<file path="src/rtl/fetch_ctrl_if.sv">
// Handshake bundle between the fetch controller, the redirect sources,
// instruction memory and the decode stage.
interface fetch_ctrl_if;
    logic        br_valid;
    logic [31:0] br_target;
    logic        ex_valid;
    logic [31:0] ex_target;
    logic        inst_req;
    logic [31:0] inst_addr;
    logic        inst_addr_ok;
    logic        inst_data_ok;
    logic [31:0] inst_rdata;
    logic        fs_valid;
    logic [31:0] fs_pc;
    logic [31:0] fs_inst;
    logic        ds_allowin;

    modport master (
        input  br_valid, br_target, ex_valid, ex_target,
        input  inst_addr_ok, inst_data_ok, inst_rdata, ds_allowin,
        output inst_req, inst_addr, fs_valid, fs_pc, fs_inst
    );

    modport slave (
        output br_valid, br_target, ex_valid, ex_target,
        output inst_addr_ok, inst_data_ok, inst_rdata, ds_allowin,
        input  inst_req, inst_addr, fs_valid, fs_pc, fs_inst
    );
endinterface

</file>
<file path="src/rtl/fetch_ctrl.sv">
// Instruction fetch controller: one outstanding request, branch/exception redirect.
// Defining FETCH_ALIGN_CHECK_EN adds the fs_adel misaligned-fetch flag port.
module fetch_ctrl (
    input  logic         clk,
    input  logic         rst_n,
`ifdef FETCH_ALIGN_CHECK_EN
    output logic         fs_adel,
`endif
    fetch_ctrl_if.master bus
);
    typedef enum logic [1:0] {S_REQ, S_WAIT, S_HOLD, S_DROP} state_t;

    state_t      state;
    logic [31:0] pc;
    logic [31:0] fs_pc_q;
    logic [31:0] fs_inst_q;
    logic        fs_valid_q;
    logic        adel_q;
    logic        redirect;
    logic [31:0] redirect_target;
    logic        misaligned;

    assign redirect        = bus.ex_valid | bus.br_valid;
    assign redirect_target = bus.ex_valid ? bus.ex_target : bus.br_target;

`ifdef FETCH_ALIGN_CHECK_EN
    assign misaligned = (pc[1:0] != 2'b00);
    assign fs_adel    = adel_q;
`else
    assign misaligned = 1'b0;
`endif

    assign bus.inst_req  = (state == S_REQ) && !misaligned;
    assign bus.inst_addr = pc;
    assign bus.fs_valid  = fs_valid_q;
    assign bus.fs_pc     = fs_pc_q;
    assign bus.fs_inst   = fs_inst_q;

    // A redirect always loads the PC; the state only records whether a response is still owed.
    always_ff @(posedge clk or negedge rst_n) begin
        if (!rst_n) begin
            state      <= S_REQ;
            pc         <= 32'h0040_0000;
            fs_valid_q <= 1'b0;
            fs_pc_q    <= 32'h0;
            fs_inst_q  <= 32'h0;
            adel_q     <= 1'b0;
        end else begin
            case (state)
                S_REQ: begin
                    if (redirect) begin
                        pc <= redirect_target;
                        if (bus.inst_addr_ok && !misaligned)
                            state <= S_DROP;
                    end else if (misaligned) begin
                        state      <= S_HOLD;
                        fs_valid_q <= 1'b1;
                        adel_q     <= 1'b1;
                        fs_inst_q  <= 32'h0;
                        fs_pc_q    <= pc;
                    end else if (bus.inst_addr_ok) begin
                        state <= S_WAIT;
                    end
                end
                S_WAIT: begin
                    if (bus.inst_data_ok) begin
                        if (redirect) begin
                            pc    <= redirect_target;
                            state <= S_REQ;
                        end else begin
                            fs_inst_q  <= bus.inst_rdata;
                            fs_pc_q    <= pc;
                            fs_valid_q <= 1'b1;
                            state      <= S_HOLD;
                        end
                    end else if (redirect) begin
                        pc    <= redirect_target;
                        state <= S_DROP;
                    end
                end
                S_HOLD: begin
                    // A misaligned-fetch hold can only be left through a redirect.
                    if (redirect) begin
                        pc         <= redirect_target;
                        fs_valid_q <= 1'b0;
                        adel_q     <= 1'b0;
                        state      <= S_REQ;
                    end else if (bus.ds_allowin && !adel_q) begin
                        pc         <= pc + 32'd4;
                        fs_valid_q <= 1'b0;
                        state      <= S_REQ;
                    end
                end
                S_DROP: begin
                    if (redirect)
                        pc <= redirect_target;
                    if (bus.inst_data_ok)
                        state <= S_REQ;
                end
                default: state <= S_REQ;
            endcase
        end
    end
endmodule

</file>
<file path="src/flat_wrapper.sv">
// flat-port wrapper written by rule: the top's interface ports become plain ports
module fetch_ctrl_flat 
  (clk, rst_n, bus_br_valid, bus_br_target, bus_ex_valid, bus_ex_target, bus_inst_addr_ok, bus_inst_data_ok, bus_inst_rdata, bus_ds_allowin, bus_inst_req, bus_inst_addr, bus_fs_valid, bus_fs_pc, bus_fs_inst);
  fetch_ctrl_if bus_i ();
  input  logic clk;
  input  logic rst_n;
  input wire logic [$bits(bus_i.br_valid)-1:0] bus_br_valid;
  input wire logic [$bits(bus_i.br_target)-1:0] bus_br_target;
  input wire logic [$bits(bus_i.ex_valid)-1:0] bus_ex_valid;
  input wire logic [$bits(bus_i.ex_target)-1:0] bus_ex_target;
  input wire logic [$bits(bus_i.inst_addr_ok)-1:0] bus_inst_addr_ok;
  input wire logic [$bits(bus_i.inst_data_ok)-1:0] bus_inst_data_ok;
  input wire logic [$bits(bus_i.inst_rdata)-1:0] bus_inst_rdata;
  input wire logic [$bits(bus_i.ds_allowin)-1:0] bus_ds_allowin;
  output wire logic [$bits(bus_i.inst_req)-1:0] bus_inst_req;
  output wire logic [$bits(bus_i.inst_addr)-1:0] bus_inst_addr;
  output wire logic [$bits(bus_i.fs_valid)-1:0] bus_fs_valid;
  output wire logic [$bits(bus_i.fs_pc)-1:0] bus_fs_pc;
  output wire logic [$bits(bus_i.fs_inst)-1:0] bus_fs_inst;
  assign bus_i.br_valid = bus_br_valid;
  assign bus_i.br_target = bus_br_target;
  assign bus_i.ex_valid = bus_ex_valid;
  assign bus_i.ex_target = bus_ex_target;
  assign bus_i.inst_addr_ok = bus_inst_addr_ok;
  assign bus_i.inst_data_ok = bus_inst_data_ok;
  assign bus_i.inst_rdata = bus_inst_rdata;
  assign bus_i.ds_allowin = bus_ds_allowin;
  assign bus_inst_req = bus_i.inst_req;
  assign bus_inst_addr = bus_i.inst_addr;
  assign bus_fs_valid = bus_i.fs_valid;
  assign bus_fs_pc = bus_i.fs_pc;
  assign bus_fs_inst = bus_i.fs_inst;
  fetch_ctrl u_core (.clk(clk), .rst_n(rst_n), .bus(bus_i));
endmodule
</file>
<file path="config.mk">
export PLATFORM = sky130hd
export DESIGN_NAME = fetch_ctrl_flat
export DESIGN_NICKNAME = d
export VERILOG_FILES = /design/src/rtl/fetch_ctrl_if.sv /design/src/rtl/fetch_ctrl.sv /design/src/flat_wrapper.sv
export SDC_FILE = /design/constraint.sdc
export NUM_CORES = 1
export LEC_CHECK = 0
export ABC_CLOCK_PERIOD_IN_PS = 4550
export BUFFER_PORTS_ARGS = -buffer_cell sky130_fd_sc_hd__buf_2
export CAP_MARGIN = 40
export CELL_PAD_IN_SITES_DETAIL_PLACEMENT = 1
export CELL_PAD_IN_SITES_GLOBAL_PLACEMENT = 2
export CORE_MARGIN = 5
export CORE_UTILIZATION = 31
export CTS_BUF_LIST = sky130_fd_sc_hd__clkbuf_8 sky130_fd_sc_hd__clkbuf_16
export DETAILED_ROUTE_END_ITERATION = 7
export PLACE_DENSITY = 0.85
export SYNTH_ARGS = -nofsm -noshare
export SYNTH_HDL_FRONTEND = slang
export SYNTH_SLANG_ARGS = --single-unit
</file>
<file path="constraint.sdc">
create_clock -name clk -period 4.55 [get_ports clk]
set_clock_uncertainty 0.05 [all_clocks]
set_input_delay 0.2275 -clock clk [delete_from_list [all_inputs] [get_ports clk]]
set_output_delay 0.2275 -clock clk [all_outputs]
set_load 0.02 [all_outputs]
</file>
==> metrics.yaml, run 1 <==
layout:
  multi_input_area_sq_um: 2186
  area_growth_pct: 30.90
  regArea_sq_um: 2479
  nFillCells: 1758
  fin_nets: 733
  post-route-util_pct: 41.49
  finalInstanceArea_sq_um: 6307
  layoutNonFillerInstCount: 823
  drive_above_1_share_pct: 46.37
drt:
  drt_iter0_drc: 194
  drtPass1Iterations: 4
  drc: 0
  met1_length_um: 6674
  vias: 4246
  wl_met2_um: 7316
  ant_nets: 0
  met3_length_um: 1183
  drt_wl_total_um: 15500
  wl_per_cell_um: 18.84
  dr.max_layer_used: "met5"
  vias_per_cell: 5.159
timing:
  fin_tns_setup_ns: 0
  fmax_mhz: 383.5
  tightest_slew_ns: 0.9220
  finalHoldViolCount: 0
  finalCriticalPeriod_ns: 2.608
  setup_ws_ns: 1.942
  rsz0062_at_grt: "false"
  finalSetupViolCount: 0
  hold_ws_ns: 0.03754
  slew_viol_final: 0
  slew_headroom_pct: 38.31
  finalCritPeriodShare_pct: 57.32
logic_synthesis:
  synthesis.area_sq_um: 4818
  ys_seq_area_share_pct: 51.44
  synth_common_cells: "dfrtp_1 (98), mux2_2 (68), a21oi_1 (32), nand2_1 (32), nor2_1 (27)"
  yosys.area.top_type: "dfrtp_1"
  synthFlopType: "dfrtp_1"
  synth_top_area_share_pct: 50.90
  synthTopCellsByArea: "dfrtp_1 (51%), mux2_2 (16%), a21oi_1 (3.3%)"
  ys_async_sr_fraction_pct: 100.0
  avgSynthCellArea_sq_um: 11.03
  ys_ff_latch: 99
  ys_warn_count: 0
  syn_nets: 541
  yosysMostFrequentCell: "dfrtp_1"
  synth_simple_gate_area_share_pct: 13.97
  synthMuxAreaShare_pct: 18.18
  syn_inst: 437
  synth_top_family_by_area: "multiplexers"
  synthAdderAreaFrac_pct: 0.2597
  synth_compound_area_share_pct: 11.35
  synth_cell_types: 50
  synth_edf_count: 0
  synth_xor_area_share_pct: 1.454
grt:
  grt_start_max_net_pins: 51
  overflow: 0
  grt_use_total_pct: 17.10
  antenna_found_initial: 2
  grt_pass1_wl_um: 24300
  grt_pass1_vias: 4501
die:
  ioPinCount: 201
  dieArea_sq_um: 18140
  core_area_sq_um: 15200
  dieWidth_um: 134.7
  num_rows: 45
  initial_core_util_pct: 31.70
  dieHeight_um: 134.7
setup_path:
  crit_type: "reg2reg"
  rr_endpoint: "u_core.bus.inst_addr[28]"
  reg2reg_slack_ns: 1.94
  cp_data_arrival_time_ns: 2.76
  endpoint_kind: "flip-flop"
  path_max_fanout: 17
  reg2reg_depth: 5
  worstReg2RegStart: "u_core.state[0]"
  required_ns: 4.70
  cp-start-kind: "flip-flop"
place:
  dp_slack_ns: 2.018
  port_buffers: 200
  hpwl_um: 11700
  gp_congestion: 0.8344
  dpl_cell_area_sq_um: 5979
  dp_cells: 805
clock_tree:
  numCtsBuffers: 9
  clk_latency_ns: 0.34
  cts-htree-levels: 3
  clock-sinks: 99
  cts_max_path_buffers: 2
  clk_pin_slew_ns: 0.07
  root_buffer: "clkbuf_16"
  cts_repair_resize_count: 0
  cts_tree: "yes"
hold_path:
  hold_start: "bus_ex_target[1]"
  hold_end: "u_core.bus.inst_addr[1]"
  hold_depth: 3
  worstHoldPathType: "in2reg"
power:
  power_density_nw_per_um2: 577.1
  worst_ir_drop_vdd_mv: 0.2052
  total_power_mw: 3.640
  cellLeakagePower_nw: 3.044
job:
  cap_violations: 0
run_status:
  status: "finished, final reports clean"
cell families after synthesis:
family                     after synthesis
DFF                                     99
adders and majority gates                1
muxes                                   79
and+or+nand+nor                        127
xor gates and xnor gates                 8
buffers and inverters                   32
AOI/OAI and AO/OA                       91
worst max-delay path, cell delays in order, from the launching register on:
cell	delay, ns
dfrtp_1	0.52
nand3b_1	0.41
nand2_1	0.57
nand2_1	0.25
nor4_1	0.53
a211oi_1	0.15
layout make-up:
cell class / count / area share [%]
flip-flops and latches: 99 / 39.30
multi-input cells: 306 / 34.66
repair buffers: 206 / 16.86
clock buffers: 12 / 4.225
well taps: 188 / 3.729
clock inverters: 4 / 0.7737
inverters: 7 / 0.4166
diodes: 1 / 0.03967
cells in the final DEF, fill, tap and decap left out, drive strengths merged, types with 12 or more instances in the layout:
cell type,n
buf,205
dfrtp,98
mux2,68
a21oi,32
nand2,32
nor2,28
o21ai,21
nand4,14
clkbuf,12
flip-flops by register name, summed over array words and instances, names as in the netlist:
name and flops:
u_core.bus.fs_valid 1, u_core.state 2, u_core.bus.fs_pc 32, u_core.bus.inst_addr 32, u_core.bus.fs_inst 32
worst max path at each step:
stage                                       start                       end  slack [ns]  cells past startpoint
after floorplan           u_core.bus.inst_addr[2]  u_core.bus.inst_addr[26]        2.52                      6
after global placement               bus_br_valid  u_core.bus.inst_addr[30]        1.80                      6
after detailed placement             bus_br_valid  u_core.bus.inst_addr[28]        2.02                      7
after CTS                         u_core.state[0]  u_core.bus.inst_addr[28]        2.01                      5
after global routing              u_core.state[0]  u_core.bus.inst_addr[28]        1.67                      5
final                             u_core.state[0]  u_core.bus.inst_addr[28]        1.94                      5
report_power, final:
part / switching (mW) / internal [mW] / total [mW]
clock network: 0.331 / 0.470 / 0.800
logic: 0.843 / 0.554 / 1.40
registers: 0.229 / 1.21 / 1.44
total: 1.40 / 2.24 / 3.64
per-layer routing:
layer	vias to the layer above	global-route usage, %
met2	154	27.79
met3	18	4.471
met5	-	0
li1	1997	-
met1	2075	21.81
met4	2	6.674
what timing repair did:
item / CTS / global route
setup endpoints to repair: 0 / 0
endpoints found under the hold margin: 48 / 0
setup buffers: 0 / 0
hold buffers: 1 / 0
No activity file was read; power rests on OpenSTA's default activity.
==> inputs of run 2 (changes only) <==
--- a/config.mk
+++ b/config.mk
@@ -5,16 +5,16 @@
 export SDC_FILE = /design/constraint.sdc
 export NUM_CORES = 1
 export LEC_CHECK = 0
-export ABC_CLOCK_PERIOD_IN_PS = 4550
+export ABC_CLOCK_PERIOD_IN_PS = 2510
 export BUFFER_PORTS_ARGS = -buffer_cell sky130_fd_sc_hd__buf_2
 export CAP_MARGIN = 40
 export CELL_PAD_IN_SITES_DETAIL_PLACEMENT = 1
 export CELL_PAD_IN_SITES_GLOBAL_PLACEMENT = 2
 export CORE_MARGIN = 5
-export CORE_UTILIZATION = 31
+export CORE_UTILIZATION = 29
 export CTS_BUF_LIST = sky130_fd_sc_hd__clkbuf_8 sky130_fd_sc_hd__clkbuf_16
 export DETAILED_ROUTE_END_ITERATION = 7
-export PLACE_DENSITY = 0.85
+export PLACE_DENSITY = 0.8
 export SYNTH_ARGS = -nofsm -noshare
 export SYNTH_HDL_FRONTEND = slang
 export SYNTH_SLANG_ARGS = --single-unit
==> constraint.sdc (replaced) <==
create_clock -name clk -period 2.51 [get_ports clk]
set_clock_uncertainty 0.05 [all_clocks]
set_input_delay 0.1255 -clock clk [delete_from_list [all_inputs] [get_ports clk]]
set_output_delay 0.1255 -clock clk [all_outputs]
set_load 0.02 [all_outputs]
==> metrics.yaml, run 2 (synthesis gave the netlist of run 1 again) <==
run_status:
  status: "finished, final reports clean"
timing:
  tightest_slew_ns: 0.8078
  finalSetupViolCount: 0
  fin_tns_setup_ns: 0
  finalCritPeriodShare_pct: 86.55
  slew_headroom_pct: 45.95
  finalHoldViolCount: 0
  finalCriticalPeriod_ns: 2.172
  slew_viol_final: 0
  fmax_mhz: 460.3
  rsz0062_at_grt: "false"
power:
  total_power_mw: 6.789
  switching_share_pct: 38.40
  worst_ir_drop_vdd_mv: 0.3757
  clockPowerShare_pct: 22.7
  cellInternalPower_mw: 4.181
  combPwrFrac_pct: 38.6
  cellLeakagePower_nw: 3.264
  power_density_nw_per_um2: 994.1
  p_switching_mw: 2.607
  pwr-share-seq_pct: 38.6
place:
  hpwl_um: 12440
  port_buffers: 200
  dpl_cell_area_sq_um: 6100
  gp_congestion: 0.7951
  dp_cells: 846
grt:
  antenna_found_initial: 0
  overflow: 0
  grt_pass1_wl_um: 27430
  grt_start_max_net_pins: 38
  grt_use_total_pct: 17.68
  grt_pass1_vias: 4966
die:
  num_rows: 47
  core_area_sq_um: 16470
  dieHeight_um: 138.9
  ioPinCount: 201
  initial_core_util_pct: 29.26
  dieArea_sq_um: 19290
  dieWidth_um: 138.9
drt:
  vias: 4457
  drt_iter0_drc: 202
  ant_nets: 0
  vias_per_cell: 4.941
  drc: 0
  drtPass1Iterations: 4
  wl_per_cell_um: 18.85
  drt_wl_total_um: 17000
layout:
  drive_above_1_share_pct: 44.43
  fin_nets: 781
  layoutNonFillerInstCount: 902
  multi_input_area_sq_um: 2186
  regArea_sq_um: 2479
  mostFrequentLayoutCell: "buf_2"
  diodes: 0
  area_growth_pct: 41.73
  post-route-util_pct: 41.47
  layout_common_cells: "buf_2 (199), dfrtp_1 (98), mux2_2 (68), dlygate4sd3_1 (40), a21oi_1 (32)"
  nFillCells: 1898
  finalInstanceArea_sq_um: 6829
setup_path:
  worstPathCellList: "ha_1 > nand4_1 > nor3_1 > nand4_1 > xor2_1 > a21oi_1"
  cp-start-kind: "flip-flop"
  max_stage_delay_ns: 0.58
  crit_type: "reg2reg"
  path_buf_inv: 0
  slowest_stage: "nor3_1"
  cp_data_arrival_time_ns: 2.40
  crit_family: "simple AND/OR/NAND/NOR gates"
  endpoint_kind: "flip-flop"
  cpMostUsedCell: "nand4_1"
  required_ns: 2.73
  path_max_fanout: 7
hold_path:
  worstHoldPathType: "in2reg"
clock_tree:
  ctsHoldBuffers: 40
  cts-htree-levels: 3
  clk_pin_slew_ns: 0.07
  clk_latency_ns: 0.35
  cts_max_path_buffers: 2
  numCtsBuffers: 9
  cts_tree: "yes"
  cts_setup_buffers: 0
  cts_repair_resize_count: 0
  root_buffer: "clkbuf_16"
  clock-sinks: 99
job:
  cap_violations: 0
[run 2: power by group through the flow]
stage,registers [mW],logic (mW),clock network [mW]
floorplan,3.30,0.872,0
detailed placement,2.65,2.60,0
finish,2.62,2.62,1.54
CTS,2.63,2.66,1.59
global route,2.71,2.83,1.66
global placement,2.59,2.55,0
[run 2: worst paths after layout]
path	start	to	slack [ns]	depth (start not counted)
max	u_core.bus.inst_addr[3]	u_core.bus.inst_addr[16]	0.34	6
min	bus_br_target[22]	u_core.bus.inst_addr[22]	0.01	3
max reg2reg	u_core.bus.inst_addr[3]	u_core.bus.inst_addr[16]	0.34	6
min reg2reg	u_core.bus.fs_pc[24]	u_core.bus.fs_pc[24]	0.43	2
max in group asynchronous	rst_n	u_core.bus.fs_pc[26]	1.36	3
min in group asynchronous	rst_n	u_core.bus.fs_inst[0]	0.26	2
[run 2: per-stage QoR]
step / setup WS (ns) / hold WS [ns]
after detailed placement: 0.3458 / 0.08523
final: 0.3376 / 0.01210
after global routing: 0.1584 / 0.01467
after CTS: 0.3297 / 0.0004080
after global placement: 0.3910 / 0.07793
after floorplan: 0.4814 / -0.2201
[run 2: layout make-up]
class | instances | area share [%]
Timing Repair Buffer | 254 | 22.46
Clock buffer | 11 | 3.701
Clock inverter | 5 | 1.118
Sequential cell | 99 | 36.30
Multi-Input combinational cell | 306 | 32.01
Tap cell | 220 | 4.031
Inverter | 7 | 0.3848
[run 2: worst min-delay path: cells and delay by family]
kind / cells / cell delay (ns)
buffers and inverters: 1 / 0.10
AOI/OAI and AO/OA: 2 / 0.18
[run 2: metal layers]
metal | track usage, % | wire length, um
met4 | 5.407 | 346
met1 | 21.88 | 7127
met5 | 0 | 0
met2 | 30.25 | 8400
met3 | 4.724 | 1129
==> inputs of run 3 (changes only) <==
--- a/config.mk
+++ b/config.mk
@@ -10,11 +10,12 @@
 export CAP_MARGIN = 40
 export CELL_PAD_IN_SITES_DETAIL_PLACEMENT = 1
 export CELL_PAD_IN_SITES_GLOBAL_PLACEMENT = 2
-export CORE_MARGIN = 5
+export CORE_MARGIN = 2
 export CORE_UTILIZATION = 29
 export CTS_BUF_LIST = sky130_fd_sc_hd__clkbuf_8 sky130_fd_sc_hd__clkbuf_16
 export DETAILED_ROUTE_END_ITERATION = 7
 export PLACE_DENSITY = 0.8
+export SETUP_SLACK_MARGIN = 0.2
 export SYNTH_ARGS = -nofsm -noshare
 export SYNTH_HDL_FRONTEND = slang
 export SYNTH_SLANG_ARGS = --single-unit
==> metrics.yaml, run 3 (synthesis gave the netlist of run 1 again) <==
die:
  dieWidth_um: 132.9
  num_rows: 47
  ioPinCount: 201
  core_area_sq_um: 16410
  dieArea_sq_um: 17660
  dieHeight_um: 132.9
  initial_core_util_pct: 29.37
setup_path:
  crit_end: "u_core.bus.inst_addr[23]"
  worstReg2RegStart: "u_core.bus.inst_addr[14]"
  cp-start-kind: "flip-flop"
  reg2reg_depth: 5
  path_max_fanout: 6
  endpoint_kind: "flip-flop"
  crit_start: "u_core.bus.inst_addr[14]"
  required_ns: 2.70
  cp_data_arrival_time_ns: 2.32
  reg2reg_slack_ns: 0.38
  crit_type: "reg2reg"
  rr_endpoint: "u_core.bus.inst_addr[23]"
grt:
  grt_pass1_wl_um: 26250
  grt_use_total_pct: 19.11
  grt_pass1_vias: 4871
  antenna_found_initial: 0
  grt_start_max_net_pins: 53
  overflow: 0
power:
  switching_share_pct: 40.29
  p_switching_mw: 2.673
  cellLeakagePower_nw: 3.245
  clockPowerShare_pct: 21.0
  pwr-share-seq_pct: 39.6
  worst_ir_drop_vdd_mv: 0.4128
  combPwrFrac_pct: 39.5
  cellInternalPower_mw: 3.962
  power_density_nw_per_um2: 976.4
run_status:
  status: "finished, final reports clean"
clock_tree:
  cts_setup_buffers: 0
  cts_max_path_buffers: 2
  clk_pin_slew_ns: 0.08
  cts-htree-levels: 3
  clk_latency_ns: 0.35
  root_buffer: "clkbuf_16"
  cts_repair_resize_count: 0
  numCtsBuffers: 9
  cts_tree: "yes"
  clock-sinks: 99
timing:
  finalSetupViolCount: 0
  finalHoldViolCount: 0
  finalCriticalPeriod_ns: 2.129
  hold_ws_ns: 0.01424
  fin_tns_setup_ns: 0
  slew_viol_final: 0
  rsz0062_at_grt: "false"
  slew_headroom_pct: 57.65
  fmax_mhz: 469.6
  finalCritPeriodShare_pct: 84.83
  tightest_slew_ns: 0.6304
layout:
  mostFrequentLayoutCell: "buf_2"
  nFillCells: 1872
  layout_common_cells: "buf_2 (199), dfrtp_1 (98), mux2_2 (68), dlygate4sd3_1 (40), a21oi_1 (32)"
  fin_nets: 780
  diodes: 0
  drive_above_1_share_pct: 44.49
  area_growth_pct: 41.03
drt:
  ant_nets: 0
  drc: 0
  wl_per_cell_um: 18.50
  drtPass1Iterations: 4
  vias: 4449
  drt_iter0_drc: 136
  vias_per_cell: 4.938
  drt_wl_total_um: 16670
place:
  gp_congestion: 0.8812
  hpwl_um: 12160
  port_buffers: 200
hold_path:
  worstHoldPathType: "in2reg"
job:
  cap_violations: 0
## run 3: final cells by class
type	count	area, sq um	share of cell area [%]
clock inverters	7	71.32	1.050
inverters	7	26.28	0.3867
clock buffers	9	225.2	3.314
repair buffers	253	1526	22.46
flip-flops and latches	99	2479	36.48
multi-input cells	306	2192	32.26
well taps	220	275.3	4.051
## run 3: how the worst min path moves through the flow
stage | start | cells past startpoint | slack (ns) | endpoint
global route | bus_br_target[1] | 3 | 0.03 | u_core.bus.inst_addr[1]
floorplan | rst_n | 0 | -0.22 | u_core.bus.fs_inst[0]
global placement | rst_n | 1 | 0.01 | u_core.bus.fs_pc[30]
detailed placement | rst_n | 1 | 0.02 | u_core.bus.fs_pc[30]
CTS | bus_br_target[20] | 3 | 0.006 | u_core.bus.inst_addr[20]
finish | bus_br_target[27] | 3 | 0.01 | u_core.bus.inst_addr[27]
## run 3: worst max-delay path: stages, from the launching register on
cell,delay [ns]
dfrtp_1,0.46
nand3_1,0.27
nor4_4,0.56
nand4_1,0.18
xnor2_1,0.17
a221o_1,0.32
## run 3: per-layer routing
metal | share of wire [%] | vias up | track usage [%]
met5 | 0 | - | 0
met4 | 1.7 | 0 | 6.989
met2 | 51 | 137 | 33.82
met1 | 42 | 2221 | 23.10
met3 | 5.7 | 15 | 3.640
li1 | - | 2076 | -
## run 3: power groups by stage
stage / sequential [mW] / combinational (mW) / clock (mW)
after floorplan: 3.30 / 0.872 / 0
after global placement: 2.60 / 2.55 / 0
after detailed placement: 2.66 / 2.60 / 0
after CTS: 2.63 / 2.66 / 1.45
after global routing: 2.70 / 2.82 / 1.51
final: 2.62 / 2.62 / 1.39
## run 3: repair_timing
action                                  4_1_cts  5_1_grt
hold buffers                                 40        0
endpoints found under the setup margin        0        0
endpoints found under the hold margin        62        0
## run 3: metrics by stage
stage	instance area, sq um	instances	worst slack, ns	total power, mW	utilization (%)
finish	6795	901	0.3807	6.635	41.42
global route	6795	901	0.2559	7.033	41.42
CTS	6795	901	0.3682	6.745	41.42
detailed placement	6098	845	0.3833	5.263	37.17
global placement	6098	845	0.4758	5.147	37.17
floorplan	4818	437	0.4814	4.175	-
